==> src/rtl/cp0_timer_ctrl.sv <==
// cp0_timer_ctrl: CP0 Count/Compare timer pair.
// Count advances once every COUNT_DIV enabled clocks. Compare is loaded by mtc0.
// A tick that carries Count onto Compare sets a sticky timer interrupt.
// A later Compare write clears that interrupt.
// The reset input is named rst_n but is active-high (1 = reset).
module cp0_timer_ctrl #(
  parameter int unsigned COUNT_DIV    = 2,
  parameter logic [31:0] COMPARE_INI  = 32'h0000_0000,
  parameter logic [7:0]  ADDR_COUNT   = 8'h48,
  parameter logic [7:0]  ADDR_COMPARE = 8'h58
) (
  input  logic        clk,
  input  logic        rst_n,
  input  logic        count_en,
  input  logic        mtc0_we,
  input  logic [31:0] mtc0_data,
  input  logic [7:0]  cp0_addr,
  output logic [31:0] cp0_Count_data,
  output logic [31:0] cp0_Compare_data,
  output logic [31:0] cp0_rdata,
  output logic        timer_int
);

  localparam int unsigned DIV_W = (COUNT_DIV > 1) ? $clog2(COUNT_DIV) : 1;
  localparam logic [DIV_W-1:0] DIV_LAST = DIV_W'(COUNT_DIV - 1);

  logic [DIV_W-1:0] div_cnt_q, div_cnt_d;
  logic [31:0]      count_q, count_d;
  logic [31:0]      compare_q, compare_d;
  logic             timer_int_q, timer_int_d;

  logic             tick_s;
  logic             wr_count_s;
  logic             wr_compare_s;
  logic [31:0]      count_inc_s;

  // Decode mtc0 targets and the divided increment strobe.
  always_comb begin
    wr_count_s   = mtc0_we && (cp0_addr == ADDR_COUNT);
    wr_compare_s = mtc0_we && (cp0_addr == ADDR_COMPARE);
    tick_s       = count_en && (div_cnt_q == DIV_LAST);
    count_inc_s  = count_q + 32'd1;
  end

  // Next-state logic: a Count write wins over a tick, and a Compare write wins over a match.
  always_comb begin
    div_cnt_d   = div_cnt_q;
    count_d     = count_q;
    compare_d   = compare_q;
    timer_int_d = timer_int_q;

    // Divider: a Count write restarts the phase, so the first increment is a full period later.
    if (wr_count_s) begin
      div_cnt_d = {DIV_W{1'b0}};
    end else if (!count_en) begin
      div_cnt_d = div_cnt_q;
    end else if (tick_s) begin
      div_cnt_d = {DIV_W{1'b0}};
    end else begin
      div_cnt_d = div_cnt_q + DIV_W'(1);
    end

    // Count: a written value replaces any tick that lands on the same edge.
    if (wr_count_s) begin
      count_d = mtc0_data;
    end else if (tick_s) begin
      count_d = count_inc_s;
    end else begin
      count_d = count_q;
    end

    if (wr_compare_s) begin
      compare_d = mtc0_data;
    end else begin
      compare_d = compare_q;
    end

    // Only a real increment onto Compare raises the interrupt. A Count write never does.
    if (wr_compare_s) begin
      timer_int_d = 1'b0;
    end else if (tick_s && !wr_count_s && (count_inc_s == compare_q)) begin
      timer_int_d = 1'b1;
    end else begin
      timer_int_d = timer_int_q;
    end
  end

  // State registers with asynchronous active-high reset.
  always_ff @(posedge clk or posedge rst_n) begin
    if (rst_n) begin
      div_cnt_q   <= {DIV_W{1'b0}};
      count_q     <= 32'h0000_0000;
      compare_q   <= COMPARE_INI;
      timer_int_q <= 1'b0;
    end else begin
      div_cnt_q   <= div_cnt_d;
      count_q     <= count_d;
      compare_q   <= compare_d;
      timer_int_q <= timer_int_d;
    end
  end

  // Combinational mfc0 read mux over the current register values.
  always_comb begin
    cp0_rdata = 32'h0000_0000;
    case (cp0_addr)
      ADDR_COUNT:   cp0_rdata = count_q;
      ADDR_COMPARE: cp0_rdata = compare_q;
      default:      cp0_rdata = 32'h0000_0000;
    endcase
  end

  assign cp0_Count_data   = count_q;
  assign cp0_Compare_data = compare_q;
  assign timer_int        = timer_int_q;

endmodule

==> config.mk <==
export PLATFORM = sky130hd
export DESIGN_NAME = cp0_timer_ctrl
export DESIGN_NICKNAME = d
export VERILOG_FILES = /design/src/rtl/cp0_timer_ctrl.sv
export SDC_FILE = /design/constraint.sdc
export NUM_CORES = 1
export LEC_CHECK = 0
export ABC_CLOCK_PERIOD_IN_PS = 6500
export BUFFER_PORTS_ARGS = -buffer_cell sky130_fd_sc_hd__buf_2
export CORE_MARGIN = 4
export CORE_UTILIZATION = 45
export CTS_CLUSTER_DIAMETER = 100
export DETAILED_ROUTE_END_ITERATION = 12
export GPL_TIMING_DRIVEN = 0
export PLACE_DENSITY = 0.71
export SYNTH_ARGS = -nofsm -noshare
export SYNTH_HDL_FRONTEND = slang
export SYNTH_SLANG_ARGS = --single-unit
==> constraint.sdc <==
create_clock -name clk -period 6.5 [get_ports clk]
set_input_delay 0.65 -clock clk [delete_from_list [all_inputs] [get_ports clk]]
set_output_delay 0.65 -clock clk [all_outputs]
set_load 0.01 [all_outputs]
# == Word-level counts from Yosys, hierarchy flattened ==
# Cells that the tools add are included.
# totals
reg_bits,66
output_inout_bits,97
wordCells,26
# op_classes
addsub,2
n_eq_ne,3
n_mux,8
n_reduce_logical,9
# op_table
cell,n
$mux W32,2
$pmux W32 S2,1
$add A32 B1 Y32 const B,1
$eq A32 B32 Y1,1
$eq A8 B7 Y1 const B,2
$reduce_bool A2 Y1,3
$logic_and A1 B1 Y1,5
$mux W1,5
$add A1 B1 Y1 const B,1
$logic_not A1 Y1,1

# == Depth between registers and ports, before layout ==
# Gate-level depths: netlist of run 1.
# depth
depth_word,7
ltp_mapped,9
ltp_nobuf,8

# == Worst setup path before layout of run 1 ==
# Ideal clock, no wire load.
# synth_path
path_kind,reg2reg
from,register count_q[1] (netlist: cp0_Count_data[1])
to,register timer_int_q (netlist: timer_int)
t_arrival_ns,2.296
required_time_ns,6.424
slack_ns,4.128
path_stages_with_launch,9
cell_sequence,dfrtp_1 ha_1 nand3_2 nor4_2 nand3_1 xnor2_1 a2111oi_2 nand4_1 o21ai_1
# synth_between
elab_chain_cells,4
# synth_rtl
item,line_no,source
from (decl),28,"logic [31:0] count_q, count_d;"
from (signal assigned),97,count_q <= count_d;
$add A32 B1 Y32,42,count_inc_s = count_q + 32'd1;
$eq A32 B32 Y1,81,end else if (tick_s && !wr_count_s && (count_inc_s == compare_q)) begin
$logic_and A1 B1 Y1,81,
$reduce_bool A2 Y1 (no line),--,
to (signal assigned),99,timer_int_q <= timer_int_d;
to (decl),30,"logic timer_int_q, timer_int_d;"
# No other way between the ends.
# A chain may end at the register's enable or synchronous reset.

# == Worst setup path in the final report of run 1 ==
# layout_path
from,input port cp0_addr[4]
to,output port cp0_rdata[3]
# layout_between
elab_chain_cells,2
word_cells_on_any_way,3
classes_between,eq/ne (2); mux (1)
# layout_rtl
item,line_no,source
from (decl),17,"input logic [7:0] cp0_addr,"
$eq A8 B7 Y1,106,case (cp0_addr)
$pmux W32 S2 *,106,
to (decl),20,"output logic [31:0] cp0_rdata,"
# Mark *: on every way between the ends. The rest lies on a longest branch, timed or not.

==> out/qor.txt, run 1 <==
Warnings, synthesis: 0
proportion of synthesized chip area in sequential cells: 0.3573
Clock Sink Count: 66
overall routed net length: 14850 um
slack of the worst reg-to-reg path: 3.65 ns
first-pass GRT wire length: 23240 um
last weighted congestion value of the routability-driven placer: 0.9790
setup-violating endpoint count in the final report: 0
Hold-fix buffers, CTS: 0
CTS-repair resized insts: 0
Longest Clk Path Bufs: 2
core occupancy in the finished layout: 0.5708
peak supply drop: 136.8 uV
worst-case reg-to-reg path depth: 8
global routing met3 resource utilization: 0.04345
worst setup slack before clock tree synthesis: 3.539 ns
total number of vias: 4391
source of the worst register-to-register timing path: cp0_Count_data[1]
clock latency reported for the late side of the worst-skew pair: 0.36 ns
setup repair after global routing missed its margin: no
total power consumption of the routed design: 1242 uW
most repeated cell in the gate-level netlist after synthesis: sky130_fd_sc_hd__nor2_1
Port Buffers: 139
slew at the pin closest to its max-slew limit: 1.036 ns
post-synthesis cell type with the largest combined area: sky130_fd_sc_hd__dfrtp_1
initial detailed-routing violation count: 191
largest net degree at the start of global routing: 67
die height: 109.3 um
synthesis-to-layout area growth: 22.39%
vias in the first global route: 4348
skew final: 0.009651 ns
cell with the largest stage delay on the worst path: sky130_fd_sc_hd__clkbuf_1
overall global routing resource usage: 0.2568
Starting Density: 0.4664
number of optimization iterations in the first detailed-route pass: 4
count of mapped cells out of synthesis: 512
routed len/inst: 18.59 um
Chip Width: 109.3 um
run status: finished clean
power density of the placed cells: 219.6 mW/mm2
Synth async-reset ratio: 1.000
IO Pins: 141
detailed-route DRC error count: 0
Remaining Overflow, GRT: 0
routed via count divided by cell count: 5.496
Setup CP Type: in -> out
CTS clk-pin slew, worst paths: 0.07 ns
cell types occupying the most area after synthesis: sky130_fd_sc_hd__dfrtp_1, sky130_fd_sc_hd__xnor2_1, sky130_fd_sc_hd__mux2_2, sky130_fd_sc_hd__mux2i_1, sky130_fd_sc_hd__nor2_1
met2 global-route usage: 0.4085
required time worst endpoint: 5.85 ns
commonest cells in the synthesized netlist: sky130_fd_sc_hd__nor2_1, sky130_fd_sc_hd__dfrtp_1, sky130_fd_sc_hd__xnor2_1
Placeable Area: 0.009910 mm2
fraction of final layout cells with drive strength greater than 1: 0.3228
number of nets produced by synthesis: 557
TritonCTS clock tree: yes
grt peak-use layer: met2
met1 track demand over resource in global routing: 0.3548
Num CTS Buffers: 9
final worst-path setup slack: 3.537 ns
post-DP HPWL: 11250 um
Max stage delay on crit path: 0.82 ns
Final TNS setup: 0 ns
nature of the critical path startpoint: input pin
post-synthesis area per instance: 9.027 um2
final critical path time including I/O delays and setup: 2.963 ns
Antenna Nets Post-Route: 0
Setup crit end kind: output port
most instantiated flip-flop cell in the synthesis netlist: sky130_fd_sc_hd__dfrtp_1
Cell Rows: 36
synth unique cells: 48
die area: 0.01196 mm2
maximum fanout along the worst path: 10
Critical Path, Cell by Cell: clkbuf_1, clkbuf_1, mux2i_1, nor2_1, buf_2
H-tree depth reported by CTS: 3
number of maximum-capacitance violations: 0
critical path's most frequent cell: sky130_fd_sc_hd__clkbuf_1
Crit Reg-Reg Endpoint: timer_int
number of nets at the end of the flow: 707
number of enable flip-flop cells after synthesis: 0
worst hold path class: in -> async
root buffer cell: sky130_fd_sc_hd__clkbuf_8
arrival time reported for the critical path endpoint: 2.31 ns
Final Cycle Share: 0.4559
Max Freq: 337.5 MHz
Antenna Diode Count: 0
share of Yosys cell area claimed by the top area cell type: 0.3573
antenna violations before repair: 0
number of max-slew violations in the final report: 0
Fin. Hold Viols: 0
area of the mapped netlist: 0.004622 mm2
number of storage elements in the synthesis netlist: 66
Static Leak: 0.002786 uW
setup repair bufs after CTS: 0
worst slew margin relative to its limit: 0.3092
-- worst max-delay path, delay by kind of cell --
| kind | cells | cell delay (ns) |
|---|---|---|
| muxes | 1 | 0.27 |
| buffers and inverters | 3 | 1.31 |
| and+or+nand+nor | 1 | 0.08 |
-- registers in the layout, summed over array words and instances, names as in the netlist --
name,cells
cp0_Compare_data,32
cp0_Count_data,32
div_cnt_q,1
timer_int,1
-- per-stage QoR --
stage,cells,hold slack [ns],instance area [um2]
3_3_place_gp,784,0.5281,5484
3_5_place_dp,784,0.5280,5487
2_1_floorplan,512,0.5229,4622
5_1_grt,799,0.5312,5657
4_1_cts,799,0.4887,5657
6_report,799,0.4677,5657
-- worst max path at each step --
stage	startpoint	to	depth (start not counted)	slack [ns]
finish	cp0_addr[4]	cp0_rdata[3]	5	3.54
global route	cp0_Count_data[1]	timer_int	8	3.37
CTS	cp0_addr[4]	cp0_rdata[13]	5	3.54
detailed placement	cp0_addr[4]	cp0_rdata[3]	5	3.54
global placement	rst_n	cp0_Compare_data[13]	2	3.33
floorplan	cp0_Count_data[1]	timer_int	8	4.13
-- power by group --
group          internal (uW)  switching, uW  leakage (uW)
Combinational            178            244       0.00181
Clock                    155            162     0.0000920
Sequential               454           49.1      0.000885
Total                    787            455       0.00279
-- cells in the final DEF, fill, tap and decap left out, types with 2 or more instances in the layout --
master                     instances
sky130_fd_sc_hd__xor2_1           26
sky130_fd_sc_hd__nand3_1          15
sky130_fd_sc_hd__nor2_1           82
sky130_fd_sc_hd__and3_1            5
sky130_fd_sc_hd__and4_1            4
sky130_fd_sc_hd__nand2_1          27
sky130_fd_sc_hd__nor3_4            2
sky130_fd_sc_hd__nand2b_1          2
sky130_fd_sc_hd__a311oi_1          2
sky130_fd_sc_hd__clkinv_2          3
sky130_fd_sc_hd__and2_1            3
sky130_fd_sc_hd__nand3_4           2
sky130_fd_sc_hd__dfrtp_1          66
sky130_fd_sc_hd__mux2_2           32
sky130_fd_sc_hd__a31oi_1           6
sky130_fd_sc_hd__clkbuf_1         23
sky130_fd_sc_hd__inv_1             6
sky130_fd_sc_hd__mux2i_1          34
sky130_fd_sc_hd__o21ai_0           7
sky130_fd_sc_hd__nand4_2           2
sky130_fd_sc_hd__nor4_2            2
sky130_fd_sc_hd__or3_1             5
sky130_fd_sc_hd__buf_2           152
sky130_fd_sc_hd__nand4_1          17
sky130_fd_sc_hd__or2_2             3
sky130_fd_sc_hd__xnor2_1          53
sky130_fd_sc_hd__clkbuf_8         11
sky130_fd_sc_hd__a221oi_1          2
sky130_fd_sc_hd__nor4_1            5
sky130_fd_sc_hd__a21oi_1          37
sky130_fd_sc_hd__nor4b_1           2
sky130_fd_sc_hd__nor3_1            9
-- area by class of cell --
class                      count  area, um2
fill                         952       4253
multi-input combinational    401       2773
sequential                    66       1652
timing repair buffer         139      695.7
buffer                        38      171.4
tap                          133      166.4
clock buffer                  12      155.1
inverter                       7      28.78
clock inverter                 3      15.01
-- routing by layer --
metal	vias up	part of all wire
met3	24	0.064
met2	154	0.46
met4	0	0.019
li1	2087	-
met5	-	0
met1	2126	0.45
-- cell families (layout without fill, tap and decap cells) --
kind of cell,Yosys count,in the layout,synth area share
adder cells (fa/ha/maj),1,1,0.002707
multiplexers,66,66,0.1516
flip-flops,66,66,0.3573
buffers and inverters,45,199,0.04277
AO/OA/AOI/OAI,64,64,0.08284
AND/OR/NAND/NOR,191,191,0.2130
XOR/XNOR,79,79,0.1497
(Power assumes the default switching activity.)
==> run 2, diff against run 1 <==
ABC_CLOCK_PERIOD_IN_PS = 2800   (was 6500)
clock period = 2.8 ns   (was 6.5 ns; I/O delays follow)
==> run 2 against run 1 <==
  * Worst hold slack got worse by 0.37 ns
  * Routed wire length rose by 0.44%
  * Sequential power rose by 130%
  * Core utilization rose by 0.63 points
  * Via count rose by 0.50%
  * Clock power rose by 130%
  * Global-route usage barely moved
  * Critical path type is now reg -> reg
  * Largest cell class unchanged
==> out/qor.txt, run 2 (synthesis gave the netlist of run 1 again) <==
run status: finished clean
Max stage delay on crit path: 0.51 ns
Critical Path, Cell by Cell: ha_2, nand3_4, nor4_2, mux2i_1, a221oi_1, a2111oi_2, nand4_1, o21ai_1
peak supply drop: 316.0 uV
vias in the first global route: 4358
worst setup slack before clock tree synthesis: -0.04626 ns
final critical path time including I/O delays and setup: 2.512 ns
overall global routing resource usage: 0.2571
initial detailed-routing violation count: 180
Max Freq: 398.2 MHz
final worst-path setup slack: 0.2885 ns
antenna violations before repair: 0
commonest cells after routing, fill and taps aside: sky130_fd_sc_hd__buf_2, sky130_fd_sc_hd__nor2_1, sky130_fd_sc_hd__dfrtp_1
minimum hold slack: 0.09761 ns
Static Leak: 0.002828 uW
maximum fanout along the worst path: 10
first-pass GRT wire length: 23250 um
met1 track demand over resource in global routing: 0.3549
power density of the placed cells: 507.1 mW/mm2
root buffer cell: sky130_fd_sc_hd__clkbuf_8
global routing met3 resource utilization: 0.04404
slew at the pin closest to its max-slew limit: 1.024 ns
total number of vias: 4413
number of optimization iterations in the first detailed-route pass: 4
clock latency reported for the late side of the worst-skew pair: 0.35 ns
detailed-route DRC error count: 0
worst slew margin relative to its limit: 0.3173
synthesis-to-layout area growth: 23.74%
fraction of final layout cells with drive strength greater than 1: 0.3308
nature of the critical path startpoint: register
number of maximum-capacitance violations: 0
Cell Rows: 36
routed len/inst: 18.55 um
last weighted congestion value of the routability-driven placer: 0.9790
Setup CP Type: reg -> reg
overall routed net length: 14920 um
grt peak-use layer: met2
die height: 109.3 um
Chip Width: 109.3 um
setup repair after global routing missed its margin: no
Num CTS Buffers: 9
Fin. Hold Viols: 0
CTS clk-pin slew, worst paths: 0.07 ns
Port Buffers: 139
Remaining Overflow, GRT: 0
Longest Clk Path Bufs: 2
Starting Density: 0.4664
IO Pins: 141
number of nets at the end of the flow: 712
Placeable Area: 0.009910 mm2
commonest non-fill, non-tap cell in the layout: sky130_fd_sc_hd__buf_2
Hold-fix buffers, CTS: 0
Clock Sink Count: 66
TritonCTS clock tree: yes
Final Cycle Share: 0.8970
routed via count divided by cell count: 5.489
number of max-slew violations in the final report: 0
setup-violating endpoint count in the final report: 0
Antenna Diode Count: 0
arrival time reported for the critical path endpoint: 2.80 ns
required time worst endpoint: 3.08 ns
H-tree depth reported by CTS: 3
worst hold path class: in -> async
cell with the largest stage delay on the worst path: sky130_fd_sc_hd__dfrtp_1
post-DP HPWL: 11250 um
Antenna Nets Post-Route: 0
Setup crit end kind: register
met2 global-route usage: 0.4063
skew final: 0.008497 ns
number of fill cells: 945
largest net degree at the start of global routing: 67
die area: 0.01196 mm2
-- run 2: metrics by stage --
| step | TNS (ns) | instances | cell area (um2) | power (uW) | util |
|---|---|---|---|---|---|
| 2_1_floorplan | 0 | 512 | 4622 | 1843 | - |
| 3_3_place_gp | -0.1071 | 784 | 5484 | 2144 | 0.5534 |
| 3_5_place_dp | -0.04626 | 784 | 5487 | 2161 | 0.5537 |
| 4_1_cts | 0 | 799 | 5665 | 2898 | 0.5717 |
| 5_1_grt | 0 | 804 | 5719 | 3070 | 0.5771 |
| 6_report | 0 | 804 | 5719 | 2900 | 0.5771 |
-- run 2: layout make-up --
class,count,area (um2),area share
Clock inverter,3,15.01,0.002625
Tap cell,133,166.4,0.02910
Clock buffer,12,155.1,0.02713
Inverter,7,28.78,0.005032
Buffer,38,171.4,0.02997
Timing Repair Buffer,144,733.2,0.1282
Multi-Input combinational cell,401,2798,0.4892
Sequential cell,66,1652,0.2888
-- run 2: worst max-delay path: cells and delay by family, from the launching register on --
kind,cells,cell delay [ns]
simple gates,3,0.77
compound gates,3,0.58
fa+ha+maj,1,0.35
flops,1,0.51
mux,1,0.23
-- run 2: power by group --
group | internal, uW | switching, uW
sequential | 1050 | 115
clock | 361 | 375
combinational | 419 | 577
total | 1830 | 1070
-- run 2: what timing repair did --
action | CTS | global route
pin swaps | 0 | 2
gates resized for setup | 1 | 3
setup buffers | 0 | 5
endpoints found under the setup margin | 1 | 2
-- run 2: final timing paths --
path / startpoint / end / slack, ns / depth (start not counted)
max: cp0_Count_data[1] / timer_int / 0.29 / 8
min: rst_n / cp0_Compare_data[29] / 0.1 / 2
max reg2reg: cp0_Count_data[1] / timer_int / 0.29 / 8
min reg2reg: timer_int / timer_int / 0.55 / 2
max in group asynchronous: rst_n / cp0_Compare_data[18] / 2.16 / 2
min in group clk: mtc0_data[28] / cp0_Compare_data[28] / 0.17 / 2
-- run 2: layer usage --
| layer | part of all wire | vias up |
|---|---|---|
| met5 | 0 | - |
| met4 | 0.021 | 0 |
| met3 | 0.059 | 22 |
| met2 | 0.47 | 154 |
| met1 | 0.45 | 2142 |
| li1 | - | 2095 |
==> run 3, diff against run 2 <==
CORE_MARGIN = 8   (was 4)
SKIP_CTS_REPAIR_TIMING = 1   (was unset)
==> run 3 against run 2 <==
  * Sequential power about the same
  * First-iteration DRC count rose by 43%
  * Worst hold slack got worse by 0.011 ns
  * Global-route usage is 4.3 points lower
  * Worst setup slack worse by 0.11 ns
  * Cell area barely moved
==> out/qor.txt, run 3 (synthesis gave the netlist of run 1 again) <==
nature of the critical path startpoint: register
Placeable Area: 0.01014 mm2
Final Cycle Share: 0.9366
number of max-slew violations in the final report: 0
die area: 0.01377 mm2
total number of vias: 4430
power density of the placed cells: 522.8 mW/mm2
commonest cells after routing, fill and taps aside: sky130_fd_sc_hd__buf_2, sky130_fd_sc_hd__nor2_1, sky130_fd_sc_hd__dfrtp_1
Starting Density: 0.4559
slack of the worst reg-to-reg path: 0.18 ns
capturing instance or port of the critical path: timer_int
CTS clk-pin slew, worst paths: 0.07 ns
commonest non-fill, non-tap cell in the layout: sky130_fd_sc_hd__buf_2
required time worst endpoint: 3.09 ns
synthesis-to-layout area growth: 23.77%
detailed-route DRC error count: 0
post-route cell area: 0.005720 mm2
Port Buffers: 139
initial detailed-routing violation count: 258
root buffer cell: sky130_fd_sc_hd__clkbuf_8
Num CTS Buffers: 9
Longest Clk Path Bufs: 2
number of nets at the end of the flow: 709
Antenna Nets Post-Route: 0
Setup crit end kind: register
first-pass GRT wire length: 23850 um
Critical path origin: cp0_Count_data[1]
Setup CP Type: reg -> reg
number of maximum-capacitance violations: 0
overall routed net length: 15060 um
final critical path time including I/O delays and setup: 2.622 ns
worst hold path class: in -> async
antenna violations before repair: 0
worst slew margin relative to its limit: 0.3571
Chip Width: 117.3 um
Final TNS setup: 0 ns
H-tree depth reported by CTS: 3
placed cells: 787
vias in the first global route: 4470
skew final: 0.007965 ns
maximum fanout along the worst path: 10
routed len/inst: 18.71 um
Clock Sink Count: 66
DP Area: 0.005490 mm2
worst setup slack before clock tree synthesis: -0.007961 ns
total power consumption of the routed design: 2991 uW
post-DP HPWL: 11550 um
setup-violating endpoint count in the final report: 0
source of the worst register-to-register timing path: cp0_Count_data[1]
die height: 117.3 um
Fin. Hold Viols: 0
Max Freq: 381.3 MHz
slew at the pin closest to its max-slew limit: 0.9644 ns
TritonCTS clock tree: yes
Remaining Overflow, GRT: 0
setup repair after global routing missed its margin: no
final cell count without fillers: 805
Cell Rows: 37
Crit Reg-Reg Endpoint: timer_int
largest net degree at the start of global routing: 67
IO Pins: 141
fraction of final layout cells with drive strength greater than 1: 0.3259
last weighted congestion value of the routability-driven placer: 0.9383
number of optimization iterations in the first detailed-route pass: 6
worst-case reg-to-reg path depth: 8
peak supply drop: 244.4 uV
arrival time reported for the critical path endpoint: 2.91 ns
clock latency reported for the late side of the worst-skew pair: 0.36 ns
final worst-path setup slack: 0.1775 ns
Antenna Diode Count: 0
overall global routing resource usage: 0.2143
routed via count divided by cell count: 5.503
run status: finished clean
Static Leak: 0.002820 uW
## run 3: report_power, final
part | leakage, uW | internal [uW] | switching, uW
logic | 0.00183 | 416 | 564
clock network | 0.000101 | 460 | 380
registers | 0.000885 | 1050 | 116
## run 3: critical path: stages, from the launching register on
cell and delay, ns:
sky130_fd_sc_hd__dfrtp_1 0.51, sky130_fd_sc_hd__ha_2 0.32, sky130_fd_sc_hd__nand3_2 0.27, sky130_fd_sc_hd__nor4_4 0.42
sky130_fd_sc_hd__nand3_1 0.17, sky130_fd_sc_hd__xnor2_1 0.16, sky130_fd_sc_hd__a2111oi_2 0.42, sky130_fd_sc_hd__nand4_1 0.14
sky130_fd_sc_hd__o21ai_1 0.13
## run 3: metrics by stage
| step | util | hold WS [ns] |
|---|---|---|
| 3_5_place_dp | 0.5415 | 0.5170 |
| 5_1_grt | 0.5642 | 0.1581 |
| 2_1_floorplan | - | 0.4306 |
| 6_report | 0.5642 | 0.08675 |
| 3_3_place_gp | 0.5413 | 0.5260 |
| 4_1_cts | 0.5610 | 0.1235 |
## run 3: metal layers
layer  up-vias  global-route usage  routed length, um
li1       2090                   -                  -
met1      2138              0.2629               6465
met2       173              0.3430               7061
met3        29             0.06475               1156
met4         0             0.08759                380
met5         -                   0                  0
## run 3: final cells by class
class / count / area, um2
inverters: 7 / 28.78
clock buffers: 14 / 162.7
clock inverters: 2 / 35.03
well taps: 136 / 170.2
plain buffers: 38 / 171.4
repair buffers: 141 / 710.7
fillers: 928 / 4418
flip-flops and latches: 66 / 1652
multi-input cells: 401 / 2790
## run 3: how the worst min path moves through the flow
stage	to	start
after floorplan	cp0_Compare_data[0]	mtc0_data[0]
after global placement	timer_int	timer_int
after detailed placement	cp0_Compare_data[29]	rst_n
after CTS	cp0_Compare_data[29]	rst_n
after global routing	cp0_Compare_data[15]	mtc0_data[15]
final	cp0_Compare_data[31]	rst_n
